### config.mk
export PLATFORM = sky130hd
export DESIGN_NAME = pwm_duty_meter
export DESIGN_NICKNAME = d
export VERILOG_FILES = /design/src/rtl/pwm_meter_pkg.sv /design/src/rtl/pwm_edge_det.sv /design/src/rtl/pwm_duty_meter.sv
export SDC_FILE = /design/constraint.sdc
export NUM_CORES = 1
export LEC_CHECK = 0
export ABC_AREA = 1
export CAP_MARGIN = 30
export CORE_ASPECT_RATIO = 0.9
export CORE_MARGIN = 2
export CORE_UTILIZATION = 53
export DETAILED_ROUTE_END_ITERATION = 16
export DONT_BUFFER_PORTS = 1
export HOLD_SLACK_MARGIN = 0.12
export PLACE_DENSITY = 0.78
export REMOVE_ABC_BUFFERS = 1
export SLEW_MARGIN = 10
export SYNTH_ARGS = -nofsm -noshare
export SYNTH_HDL_FRONTEND = slang
export SYNTH_SLANG_ARGS = --single-unit
### constraint.sdc
create_clock -name sysclk -period 1.5 [get_ports sysclk]
set_clock_uncertainty 0.05 [all_clocks]
set_input_delay 0.3 -clock sysclk [delete_from_list [all_inputs] [get_ports sysclk]]
set_output_delay 0.3 -clock sysclk [all_outputs]
set_load 0.03 [all_outputs]
### src/rtl/pwm_meter_pkg.sv
// Shared types and constants for the PWM duty meter.
package pwm_meter_pkg;

  // Default window exponent: 2^6 = 64 clocks, one PWM period.
  localparam int unsigned WindowLog2Default = 6;
  localparam int unsigned DutyWidthDefault  = WindowLog2Default + 1;

  typedef enum logic [1:0] {
    StIdle,
    StAlign,
    StMeasure
  } meter_state_e;

  // Duty needs one extra bit so a constant-high window (2^W) fits.
  function automatic int unsigned duty_width(input int unsigned window_log2);
    return window_log2 + 1;
  endfunction

endpackage

### src/rtl/pwm_edge_det.sv
// Rising-edge detector: registers the input and flags low-to-high transitions.
module pwm_edge_det (
  input  logic clk,
  input  logic rst_n,
  input  logic sig,
  output logic rise
);

  logic p_q;

  // Registered copy of the input for edge comparison
  always_ff @(posedge clk or negedge rst_n) begin
    if (!rst_n) begin
      p_q <= 1'b0;
    end else begin
      p_q <= sig;
    end
  end

  assign rise = sig & ~p_q;

endmodule

### src/rtl/pwm_duty_meter.sv
// PWM duty meter: aligns a 2^WINDOW_LOG2 window to the PWM rising edge, counts
// high cycles per window and reports the duty with a one-cycle valid strobe.
// Optional: define PWM_DUTY_AVG_EN to report the average of the last 4 results.
module pwm_duty_meter
  import pwm_meter_pkg::*;
#(
  parameter int unsigned WINDOW_LOG2 = WindowLog2Default,
  parameter int unsigned ENV_THRESH  = 1
) (
  input  logic                   sysclk,
  input  logic                   rst_n,
  input  logic                   Pulse_In,
  input  logic                   Enable_SW_3,
  output logic [WINDOW_LOG2:0]   Duty_Out,
  output logic                   Duty_Valid,
  output logic                   Env_On
);

  localparam int unsigned DW = duty_width(WINDOW_LOG2);
  localparam logic [WINDOW_LOG2-1:0] WinLast = '1;

  meter_state_e           state_q, state_d;
  logic [WINDOW_LOG2-1:0] win_q, win_d;
  logic [DW-1:0]          high_q, high_d;
  logic [DW-1:0]          duty_q, duty_d;
  logic                   valid_q, valid_d;
  logic                   env_q, env_d;

  logic          rise;
  logic [DW-1:0] raw;
  logic [DW-1:0] raw_res;
  logic [DW-1:0] result;
  logic          env_hit;

  pwm_edge_det u_edge (
    .clk   (sysclk),
    .rst_n (rst_n),
    .sig   (Pulse_In),
    .rise  (rise)
  );

  // Window result includes the last cycle's sample; an ALIGN timeout reports 0.
  assign raw     = high_q + {{(DW-1){1'b0}}, Pulse_In};
  assign raw_res = (state_q == StMeasure) ? raw : '0;
  assign env_hit = (32'(raw_res) >= ENV_THRESH);

`ifdef PWM_DUTY_AVG_EN
  logic [DW-1:0] hist_q [3];
  logic [DW+1:0] hist_sum;

  assign hist_sum = {2'b00, raw_res} + {2'b00, hist_q[0]} + {2'b00, hist_q[1]} +
                    {2'b00, hist_q[2]};
  assign result   = hist_sum[DW+1:2];

  // History of the previous three raw results; cleared whenever IDLE is entered
  always_ff @(posedge sysclk or negedge rst_n) begin
    if (!rst_n) begin
      hist_q[0] <= '0;
      hist_q[1] <= '0;
      hist_q[2] <= '0;
    end else if (state_d == StIdle) begin
      hist_q[0] <= '0;
      hist_q[1] <= '0;
      hist_q[2] <= '0;
    end else if (valid_d) begin
      hist_q[0] <= raw_res;
      hist_q[1] <= hist_q[0];
      hist_q[2] <= hist_q[1];
    end
  end
`else
  assign result = raw_res;
`endif

  // Next-state and counter/output update logic
  always_comb begin
    state_d = state_q;
    win_d   = win_q;
    high_d  = high_q;
    duty_d  = duty_q;
    valid_d = 1'b0;
    env_d   = env_q;

    unique case (state_q)
      StIdle: begin
        win_d  = '0;
        high_d = '0;
        duty_d = '0;
        env_d  = 1'b0;
        // An edge coinciding with enable is not seen here; ALIGN waits for the next one.
        if (Enable_SW_3) begin
          state_d = StAlign;
        end
      end

      StAlign: begin
        if (!Enable_SW_3) begin
          state_d = StIdle;
          win_d   = '0;
          high_d  = '0;
          duty_d  = '0;
          env_d   = 1'b0;
        end else if (rise) begin
          // Edge cycle is window cycle 0 and is already high.
          state_d = StMeasure;
          high_d  = {{(DW-1){1'b0}}, 1'b1};
          win_d   = WINDOW_LOG2'(1);
        end else begin
          win_d = win_q + WINDOW_LOG2'(1);
          if (win_q == WinLast) begin
            valid_d = 1'b1;
            duty_d  = result;
            env_d   = 1'b0;
          end
        end
      end

      StMeasure: begin
        if (!Enable_SW_3) begin
          state_d = StIdle;
          win_d   = '0;
          high_d  = '0;
          duty_d  = '0;
          env_d   = 1'b0;
        end else if (win_q == WinLast) begin
          valid_d = 1'b1;
          duty_d  = result;
          env_d   = env_hit;
          high_d  = '0;
          win_d   = '0;
          // An all-low window means the burst ended; re-lock on the next edge.
          if (raw == '0) begin
            state_d = StAlign;
          end
        end else begin
          high_d = raw;
          win_d  = win_q + WINDOW_LOG2'(1);
        end
      end

      default: begin
        state_d = StIdle;
      end
    endcase
  end

  // State, counters and registered outputs
  always_ff @(posedge sysclk or negedge rst_n) begin
    if (!rst_n) begin
      state_q <= StIdle;
      win_q   <= '0;
      high_q  <= '0;
      duty_q  <= '0;
      valid_q <= 1'b0;
      env_q   <= 1'b0;
    end else begin
      state_q <= state_d;
      win_q   <= win_d;
      high_q  <= high_d;
      duty_q  <= duty_d;
      valid_q <= valid_d;
      env_q   <= env_d;
    end
  end

  assign Duty_Out   = duty_q;
  assign Duty_Valid = valid_q;
  assign Env_On     = env_q;

endmodule

== Yosys cells after proc, flatten, opt, wreduce, memory -nomap -nowiden ==
Index checks and enable logic that the tools add are counted.

* Register bits after elaboration: 25
* Input port bits: 4
* Output and inout port bits: 9
* Logic and storage cells: 62

* Add/sub/neg operators: 2
* $lt $le $gt $ge: 1
* Equal/unequal tests: 9
* Mux-type cells: 34
* Bitwise operators: 2
* Reductions and logical operators: 7

{| class="wikitable"
|+ Operators by type and width
! cell !! number
|-
| 7-bit 2-to-1 mux || 9
|-
| 7-bit one-hot mux with 3 select lines || 2
|-
| 6-bit 2-to-1 mux || 4
|-
| 6-bit one-hot mux with 3 select lines || 1
|-
| 2-bit 2-to-1 mux || 6
|-
| 1-bit 2-to-1 mux || 9
|-
| 3-bit inequality test (second input constant) || 3
|-
| 4-bit AND reduction || 2
|-
| 7-bit by 1-bit adder with 7-bit output || 1
|-
| 7-bit by 1-bit >= comparator with 1-bit output (second input constant) || 1
|-
| 7-bit zero test || 1
|-
| 6-bit by 1-bit adder with 6-bit output (second input constant) || 1
|-
| 6-bit equality test (second input constant) || 1
|-
| 3-bit by 2-bit inequality test with 1-bit output (second input constant) || 2
|-
| 2-bit one-hot mux with 3 select lines || 1
|-
| 2-bit AND reduction || 2
|-
| 1-bit one-hot mux with 3 select lines || 1
|-
| 3-bit nonzero test || 1
|-
| 2-bit by 1-bit equality test with 1-bit output (second input constant) || 1
|-
| 2-bit equality test (second input constant) || 1
|-
| 2-bit zero test || 1
|-
| 2-bit inequality test (second input constant) || 1
|-
| 1-bit one-hot mux with 2 select lines || 1
|-
| 1-bit bitwise AND || 1
|-
| 1-bit NOT || 1
|}

== Logic depth before layout (Yosys ltp) ==
Gate-level depths: netlist of run 1.

* Depth in word-level cells: 6
* Mapped depth: 12
* Depth with buffers taken out: 12

== By module ==
Synthesis of run 1 repeated with hierarchy kept, for this count alone.

* Cells, all modules: 176
* Area, all modules: 1463.9 um^2

{| class="wikitable"
|+ By module, submodules not included
! module !! times used !! cells each !! area each (um^2) !! sequential area each (um^2)
|-
| pwm_duty_meter || 1 || 173 || 1428.9 || 600.6
|-
| pwm_edge_det || 1 || 3 || 35.0 || 25.0
|}

== Least setup slack after synthesis of run 1 ==
No wires, ideal clock.

* Path type: reg-to-reg
* Start: register high_q[0]
* End: register state_q[0]
* Library setup time: 117 ps
* Arrival time: 1427 ps
* Required time: 1333 ps
* Slack: -93 ps
* Stages on the path, launching flop included: 13
* Path buffers: 0
* Clock period less this slack: 1593 ps
* Cell sequence: dfrtp_1 > ha_1 > ha_1 > inv_1 > nand2_1 > a21oi_1 > nand2_1 > nor2_1 > nand2_1 > nand2_2 > nand2_2 > nand2_1 > nand2_1

* Cells in the longest elaborated chain, start to end: 4

{| class="wikitable"
|+ Ends and longest elaborated chain
! element !! RTL line !! source
|-
| start: declaration || pwm_duty_meter.sv:24 || <nowiki>logic [DW-1:0] high_q, high_d;</nowiki>
|-
| start signal: assignment || pwm_duty_meter.sv:159 || <nowiki>high_q <= high_d;</nowiki>
|-
| 7-bit by 1-bit adder with 7-bit output || pwm_duty_meter.sv:43 || <nowiki>assign raw = high_q + {{(DW-1){1'b0}}, Pulse_In};</nowiki>
|-
| 7-bit zero test || pwm_duty_meter.sv:132 || <nowiki>if (raw == '0) begin</nowiki>
|-
| 3-bit by 2-bit inequality test with 1-bit output (no source line) || n/a ||
|-
| 4-bit AND reduction (no source line) || n/a ||
|-
| end signal: assignment || pwm_duty_meter.sv:150 || <nowiki>state_q <= StIdle;</nowiki>
|-
| end signal: assignment || pwm_duty_meter.sv:157 || <nowiki>state_q <= state_d;</nowiki>
|-
| end: declaration || pwm_duty_meter.sv:22 || <nowiki>meter_state_e state_q, state_d;</nowiki>
|}

Every way passes these cells.
A chain may end at the register's enable or synchronous reset.

== Worst setup path after layout of run 1 ==
Same ends and word-level chain as after synthesis.

==> results of run 1 <==
-- worst reg2reg max path, stage by stage (launching register included) --
cell and delay (ps):
sky130_fd_sc_hd__dfrtp_1 420, sky130_fd_sc_hd__ha_2 190, sky130_fd_sc_hd__ha_4 180, sky130_fd_sc_hd__inv_2 50, sky130_fd_sc_hd__nand2_2 70, sky130_fd_sc_hd__a21oi_2 170, sky130_fd_sc_hd__nand2_1 100, sky130_fd_sc_hd__nor2_2 110
sky130_fd_sc_hd__nand2_1 70, sky130_fd_sc_hd__nand2_2 110, sky130_fd_sc_hd__nand2_2 80, sky130_fd_sc_hd__nand2_1 70, sky130_fd_sc_hd__nand2_1 50
-- per-layer routing --
layer | routed length (microns) | GRT usage | part of all wire
met1 | 2400 | 0.375 | 0.37
met2 | 2960 | 0.571 | 0.46
met3 | 641 | 0.0880 | 0.10
met4 | 435 | 0.201 | 0.068
met5 | 0 | 0 | 0
-- worst max path at each step --
stage / depth (start not counted) / endpoint / slack [ps]
2_1_floorplan: 12 / state_q[0] / -90
3_3_place_gp: 12 / state_q[0] / -140
3_5_place_dp: 12 / state_q[1] / -250
4_1_cts: 12 / state_q[1] / -170
5_1_grt: 12 / state_q[0] / -420
6_report: 12 / state_q[0] / -340
-- stage by stage --
stage                     setup slack [ps]  instance area (sq um)
after global placement                -139                   1650
after global routing                  -422                   2360
after detailed placement              -254                   1650
after floorplan                      -93.1                   1410
final                                 -337                   2360
after CTS                             -167                   2040
-- kinds of logic after synthesis --
logic type	count (synthesis)	synth area share
buffers and inverters	27	0.0773
AO/OA/AOI/OAI	32	0.147
adder cells (fa/ha/maj)	8	0.0703
XOR/XNOR	1	0.00615
flip-flops	25	0.439
AND/OR/NAND/NOR	81	0.260
-- layout make-up --
cell class                      instances  area [sq um]
Multi-Input combinational cell        123          1090
Sequential cell                        25           627
Timing Repair Buffer                   50           469
Fill cell                              67           146
Inverter                               25           114
Tap cell                               28          35.0
Clock buffer                            3          22.5
Clock inverter                          1          5.00
-- state kept, by name, indices dropped and copies added, names as in the netlist --
name        cells
Duty_Valid      1
win_q           6
Env_On          1
Duty_Out        7
u_edge.p_q      1
state_q         2
high_q          7
-- power by group through the flow --
stage / clock, W / sequential, W / combinational, W
floorplan: 0 / 0.000827 / 0.000721
global placement: 0 / 0.000826 / 0.00127
detailed placement: 0 / 0.000831 / 0.00131
CTS: 0.000309 / 0.000829 / 0.00194
global route: 0.000330 / 0.000860 / 0.00296
finish: 0.000320 / 0.000857 / 0.00289
-- layout by cell type, fill, tap and decap left out, types with 2 or more instances in the layout --
cell / Yosys / layout
sky130_fd_sc_hd__nand2_8: 0 / 2
sky130_fd_sc_hd__buf_4: 0 / 27
sky130_fd_sc_hd__nand4_1: 3 / 3
sky130_fd_sc_hd__nor2_4: 2 / 4
sky130_fd_sc_hd__nand2_4: 0 / 9
sky130_fd_sc_hd__nor2_1: 14 / 6
sky130_fd_sc_hd__clkbuf_4: 0 / 3
sky130_fd_sc_hd__nor2_2: 0 / 6
sky130_fd_sc_hd__inv_2: 2 / 7
sky130_fd_sc_hd__o21ai_2: 6 / 7
sky130_fd_sc_hd__nand3_1: 11 / 7
sky130_fd_sc_hd__a21oi_1: 12 / 6
sky130_fd_sc_hd__o22ai_2: 0 / 5
sky130_fd_sc_hd__nand3_4: 0 / 3
sky130_fd_sc_hd__inv_4: 0 / 4
sky130_fd_sc_hd__dfrtp_1: 25 / 24
sky130_fd_sc_hd__a21oi_2: 0 / 5
sky130_fd_sc_hd__nand2_1: 41 / 25
sky130_fd_sc_hd__o31ai_4: 0 / 2
sky130_fd_sc_hd__buf_6: 1 / 21
sky130_fd_sc_hd__nand3_2: 2 / 3
sky130_fd_sc_hd__inv_1: 23 / 12
sky130_fd_sc_hd__ha_4: 0 / 7
sky130_fd_sc_hd__nor3_1: 2 / 2
sky130_fd_sc_hd__nand2_2: 6 / 12
-- repair_timing --
| action | CTS | global route |
|---|---|---|
| endpoints found under the setup margin | 24 | 24 |
| endpoints found under the hold margin | 26 | 1 |
| buffers inserted | 8 | 13 |
| pin swaps | 14 | 25 |
| cloned | 1 | 0 |
| resized for setup | 62 | 61 |
==> results.txt, run 1 <==
The flow ran to the end, but the final reports show violations. The checks that failed: design-rule violations, negative hold slack, negative setup slack. For the worst relative slew slack, the log shows 0.688. The tools report the relative contribution of sequential cells to total power as 0.210.

Share of flip-flops with an asynchronous set or reset: 1.00. The width of the chip was 58.6 microns. CTS saw 25 sinks. The largest incremental delay on the critical path was 420 ps.

Period utilization: 1.22. The die covers 3120 sq um. The endpoint identified for the worst register-to-register timing path is state_q[0]. Final max-slew violation count: 0.

The number of antenna violations at the first check in global routing is 0, and the clock period minus worst slack is 1840 ps. The cell with the most instances on the worst path was sky130_fd_sc_hd__nand2_1. The run gives 228 as the number of cells after detailed placement. The number of stages on the worst hold path came out at 0. The run gives -340 ps as the register-to-register setup slack. The logs give -82.2 ps for the final worst hold slack and 0.00210 W for the cell-internal power. The logs give 0.334 for the global-route total usage across every layer and 26 for the pin count of the biggest net entering global routing. Clock-pin slew was measured on the worst setup and hold paths at 140 ps. 0 antenna diodes ended up in the layout. The per-cell via count in the routed design was 6.74. The critical path is of the reg2reg type. The transition time of the tightest slew-check pin was 466 ps. Yosys attributes the largest share of cell area to sky130_fd_sc_hd__dfrtp_1 (44%), sky130_fd_sc_hd__nand2_1 (11%), sky130_fd_sc_hd__ha_1 (7.0%). The initial cell density of the core is 0.567, and the number of rows in the core area is 17.

The total wirelength of the detailed-routed design was 6.44 mm. In this run the worst path has a maximum fanout of 4. The logs give 1609 for the number of global-route vias before repair and 0.848 for the placer's final routability congestion estimate. The cell count after synthesis came out at 174.

Final core utilization: 0.942. The biggest area contributor in the post-synthesis netlist is sky130_fd_sc_hd__dfrtp_1. The run gives 0.439 as the proportion of synthesized chip area in sequential cells. The sum of negative setup slack is -4300 ps. Setup violations remaining at the end of the flow were counted as 24. The tools report the kind of end point of the critical path as a register. The largest individual stage delay along the critical path comes from the cell sky130_fd_sc_hd__dfrtp_1. The tools report the top-level I/O count as 13. The total power is 0.00407 W, and the total of max-cap violations is 0.

The hold-fix buffer count after cts came out at 2. The power per cell area is 1720 nW/um^2. The remaining routing DRC violations is 1, and the count of input and output buffers is 0. The number of warnings reported in the yosys synthesis log was 0. For this run, the leading register cell type out of synthesis is sky130_fd_sc_hd__dfrtp_1.

Data on the critical path is required at its endpoint by 1700 ps. The share of total power in the clock network came out at 0.079. The startpoint identified for the worst register-to-register timing path is high_q[0].

For the number of nets in the final layout, the log shows 240. The number of enable flip-flop cells after synthesis is 0, and the post-route worst setup slack is -337 ps. The number of hold violations in the final report is 1, and the area of the mapped netlist is 1420 sq um.

The per-instance average area after synthesis is 8.18 sq um, and the clock buffer count from CTS is 3. From synthesis to final layout, the design area changed by 66.0%. The net switching fraction of the power is 0.484, and the number of routed nets with antenna violations is 0.

The proportion of layout cells with a drive suffix above 1 is 0.604. After synthesis, the most frequently instantiated cells are sky130_fd_sc_hd__nand2_1 (41), sky130_fd_sc_hd__dfrtp_1 (25), sky130_fd_sc_hd__inv_1 (23), sky130_fd_sc_hd__nor2_1 (14), sky130_fd_sc_hd__a21oi_1 (12). The most critical setup path has its startpoint at high_q[0].

The synthesized netlist contains 24 unique library cells. Walking the worst path, the cells encountered are ha_2 > ha_4 > inv_2 > nand2_2 > a21oi_2 > nand2_1 > nor2_2 > nand2_1 > nand2_2 > nand2_2 > nand2_1 > nand2_1. The number of buffer and inverter stages on the critical path is 1.

The total overflow left after global routing is 0. The average wire length per cell after detail routing is 25.2 microns, and the register bit total from synthesis is 25. Timing would allow up to 544 MHz. The tools report the end point of the worst hold path as u_edge.p_q. Setup repair after global routing could not meet its margin everywhere. The startpoint type of the worst setup path was a register. The worst hold path begins at Pulse_In. The total vias in the final route is 1719, and the combinational share of power is 0.711.

The path class of the tightest hold or removal check is in2reg. For the number of iterations in the first detailed-routing pass, the log shows 11. The root buffer selected by CTS is sky130_fd_sc_hd__clkbuf_4. The tools report the final cell count without fillers as 255. For the net switching power, the log shows 0.00197 W.

In this design, the largest share of critical-path delay is due to simple AND/OR/NAND/NOR gates. The largest buffer count on any clock path came out at 2. After floorplanning, the core was sized to cover 2510 sq um. TritonCTS built the clock tree. The tools report the HPWL after detailed placement as 2.53 mm. For this design the static power due to leakage is 1.10 nW. For the worst setup path, the data arrival time is 2040 ps. After the first detailed-routing iteration, the DRC count stood at 197.

The run gives 1 as the deepest level of the CTS H-tree. From bottom edge to top edge, the die measures 53.2 microns. The first global-routing pass estimated 7.53 mm of wire. By instance count, the leading cell after synthesis is sky130_fd_sc_hd__nand2_1. The depth of the worst register-to-register path is 12, and the clock network latency to the later pin of the worst-skew pair is 340 ps. Area share of the largest cell type after synthesis: 0.439.

The peak supply drop was 1.62 mV.
Power figures use the tool's default switching activity.
==> inputs of run 2 (changes only) <==
TNS_END_PERCENT = 5   (was not set)
==> run 2 against run 1 <==
Against the previous run:
- power down 30%
- first-iteration DRC count down 63%
- cell count down 7.1%
- the flow finishes with violations (design-rule violations, negative setup slack)
- sequential power down 3.5%
- setup slack better by 96 ps
- highest routed layer unchanged
==> results.txt, run 2 (synthesis results as in run 1) <==
The flow ran to the end, but the final reports show violations. The final reports fail on design-rule violations, negative setup slack. The slowest stage of the critical path belongs to the cell sky130_fd_sc_hd__dfrtp_1. Clock-pin slew was measured on the worst setup and hold paths at 130 ps. Of all nets on the critical path, the largest fanout is 4. On the worst path, the slowest cell contributes a delay of 450 ps.

Port buffering added 0 buffers. Across all hold checks on the routed design, the worst slack comes to 184 ps. Internal power comes to 0.00159 W.

For the post-route worst setup slack, the log shows -241 ps. The period utilization works out to 1.16. The final layout contains 222 nets.

The deepest level of the CTS H-tree is 1, and the data arrival at the endpoint of the critical path is 1920 ps. The register-to-register setup slack came out at -240 ps. Dividing total power by cell area gives a power density of 1490 nW/um^2.

During I/O placement, the number of pins put on the boundary was 13. The leading cell type in the layout, fill and taps excluded is sky130_fd_sc_hd__nand2_1. The run gives 26 as the pin count of the biggest net entering global routing.

In this run the critical register-to-register path is captured at state_q[1]. In this run the vertical extent of the chip is 53.2 microns. Setup violations remaining at the end of the flow were counted as 17. The startpoint of the worst register-to-register path was high_q[0]. The cell family contributing the most delay on the critical path is simple AND/OR/NAND/NOR gates. The HPWL after detailed placement is 2.53 mm.

For this design the static power due to leakage is 0.893 nW. Static timing analysis puts the maximum clock frequency at 574 MHz. For the final routed database, the setup TNS stands at -1450 ps. The critical path goes through ha_4 > ha_4 > inv_4 > nand2_2 > a21oi_2 > nand2_1 > nor2_1 > nand2_1 > nand2_2 > nand2_2 > nand2_1 > nand2_1. The tools report the share of total power in the clock network as 0.107. The clock period minus worst slack is 1740 ps, and the net switching fraction of the power is 0.439.

The area occupied by registers came out at 626 sq um. For the largest buffer count on any clock path, the log shows 2. For the total vias in the final route, the log shows 1349. Endpoint of the most critical setup path: state_q[1]. The die area is 3120 sq um. Dividing the detail-routed via count by the number of cells gives 5.69. The proportion of layout cells with a drive suffix above 1 was 0.426.

The worst setup path startpoint was high_q[0]. The detailed router finished its first iteration with 73 violations. At the worst endpoint, the required time is 1680 ps. For this run the aggregate overflow at the end of global routing stands at 0. The initial cell density of the core is 0.567. Counting stages on the worst path, the most repeated cell is sky130_fd_sc_hd__nand2_1. For the met1 track utilization from global routing, the log shows 0.304. The width of the chip works out to 58.6 microns. The tools report the total of max-cap violations as 0.

Setup repair after global routing could not meet its margin everywhere. The global-route total usage across every layer was 0.262; the clock network latency to the later pin of the worst-skew pair was 320 ps. In this run the number of cells on the critical path is 12.

The tools report the kind of end point of the critical path as a register. Global routing usage on met2: 0.463. The worst-case IR drop observed on VDD is 1.10 mV. The footprint of the multi-input gates came out at 835 sq um. The critical path in this run is classified as reg2reg. The finished cells cover 1900 sq um.

The area growth from synthesis to layout is 33.6%. The transition time of the tightest slew-check pin came out at 380 ps. The number of buffer and inverter stages on the critical path is 1, and the relative contribution of sequential cells to total power is 0.291. The first detailed-routing pass took 10 iterations. The logs give 0 for the final max-slew violation count and 0 for the total inserted antenna cells. The initialized floorplan defines 17 standard-cell rows.

The number of hold violations in the final report is 0, and the total wirelength of the detailed-routed design is 3.72 mm. In the layout the commonest cells are sky130_fd_sc_hd__nand2_1 (33), sky130_fd_sc_hd__buf_4 (26), sky130_fd_sc_hd__dfrtp_1 (25), sky130_fd_sc_hd__inv_1 (16), sky130_fd_sc_hd__nor2_1 (13). The run gives 0.848 as the placer's final routability congestion estimate. The remaining routing DRC violations is 1. The kind of path behind the tightest hold check is in2reg. Met3 track demand over resource: 0.0685. The clock buffer count from CTS is 3, and the total power is 0.00284 W. Fill cells in the final layout number 169.

The core region is 2510 sq um. For this design, the sink count on the clock tree is 25. TritonCTS built the clock tree.

The depth of the worst register-to-register path came out at 12. In this run the clock root is driven by a sky130_fd_sc_hd__clkbuf_4. Once placement finished, the instance area stood at 1650 sq um.

For the wire length of the first global-routing pass, the log shows 6.07 mm. The average wire length per cell after detail routing came out at 15.7 microns. Timing analysis after detailed placement gives a worst setup slack of -254 ps. Busiest layer in global routing: met2. For the combinational share of power, the log shows 0.601.

The logs give 0 for the number of antenna violations at the first check in global routing and 0 for the number of routed nets with antenna violations. Worst relative slew slack: 0.746. For the number of global-route vias before repair, the log shows 1432.

The run gives 0.00125 W as the net switching power. STA classifies the critical path startpoint as a register.
## run 2: metrics by stage
stage,cells,util
after floorplan,172,-
after global placement,228,0.659
after detailed placement,228,0.659
after CTS,236,0.717
after global routing,237,0.758
final,237,0.758
## run 2: layout make-up
cell class,count,area share
clock inverter,1,0.00263
inverter,25,0.0520
clock buffer,3,0.0118
sequential,25,0.329
tap,28,0.0184
timing repair buffer,33,0.147
multi-input combinational,122,0.439
## run 2: worst min-delay path by stage
stage / startpoint / to / slack, ps / cells past startpoint
6_report: Enable_SW_3 / Duty_Valid / 180 / 3
3_3_place_gp: rst_n / Duty_Out[3] / -50 / 0
5_1_grt: Enable_SW_3 / Duty_Valid / 170 / 3
4_1_cts: Pulse_In / u_edge.p_q / -60 / 0
2_1_floorplan: rst_n / Duty_Out[0] / -50 / 0
3_5_place_dp: rst_n / Duty_Out[3] / -50 / 0
## run 2: power groups by stage
stage          Combinational (W)  Sequential [W]  Clock (W)
2_1_floorplan           0.000721        0.000827          0
3_3_place_gp             0.00127        0.000826          0
3_5_place_dp             0.00131        0.000831          0
4_1_cts                  0.00148        0.000821   0.000309
5_1_grt                  0.00184        0.000837   0.000331
6_report                 0.00171        0.000827   0.000304
## run 2: worst min-delay path, cell delays in order
cell and delay [ps]:
sky130_fd_sc_hd__nand2_1 80, sky130_fd_sc_hd__buf_4 120, sky130_fd_sc_hd__a211oi_2 40
## run 2: metal layers
metal  wire length, microns  vias up  part of all wire
met3                    239        8             0.064
met1                   1640      652              0.44
met4                     42        0             0.011
met5                      0        -                 0
li1                       -      636                 -
met2                   1800       53              0.48
## run 2: repair_timing
action	CTS	global route
pin swaps	5	16
setup buffers	2	0
resized for setup	21	25
hold endpoints to repair	26	1
setup endpoints to repair	24	24
hold buffers	2	1
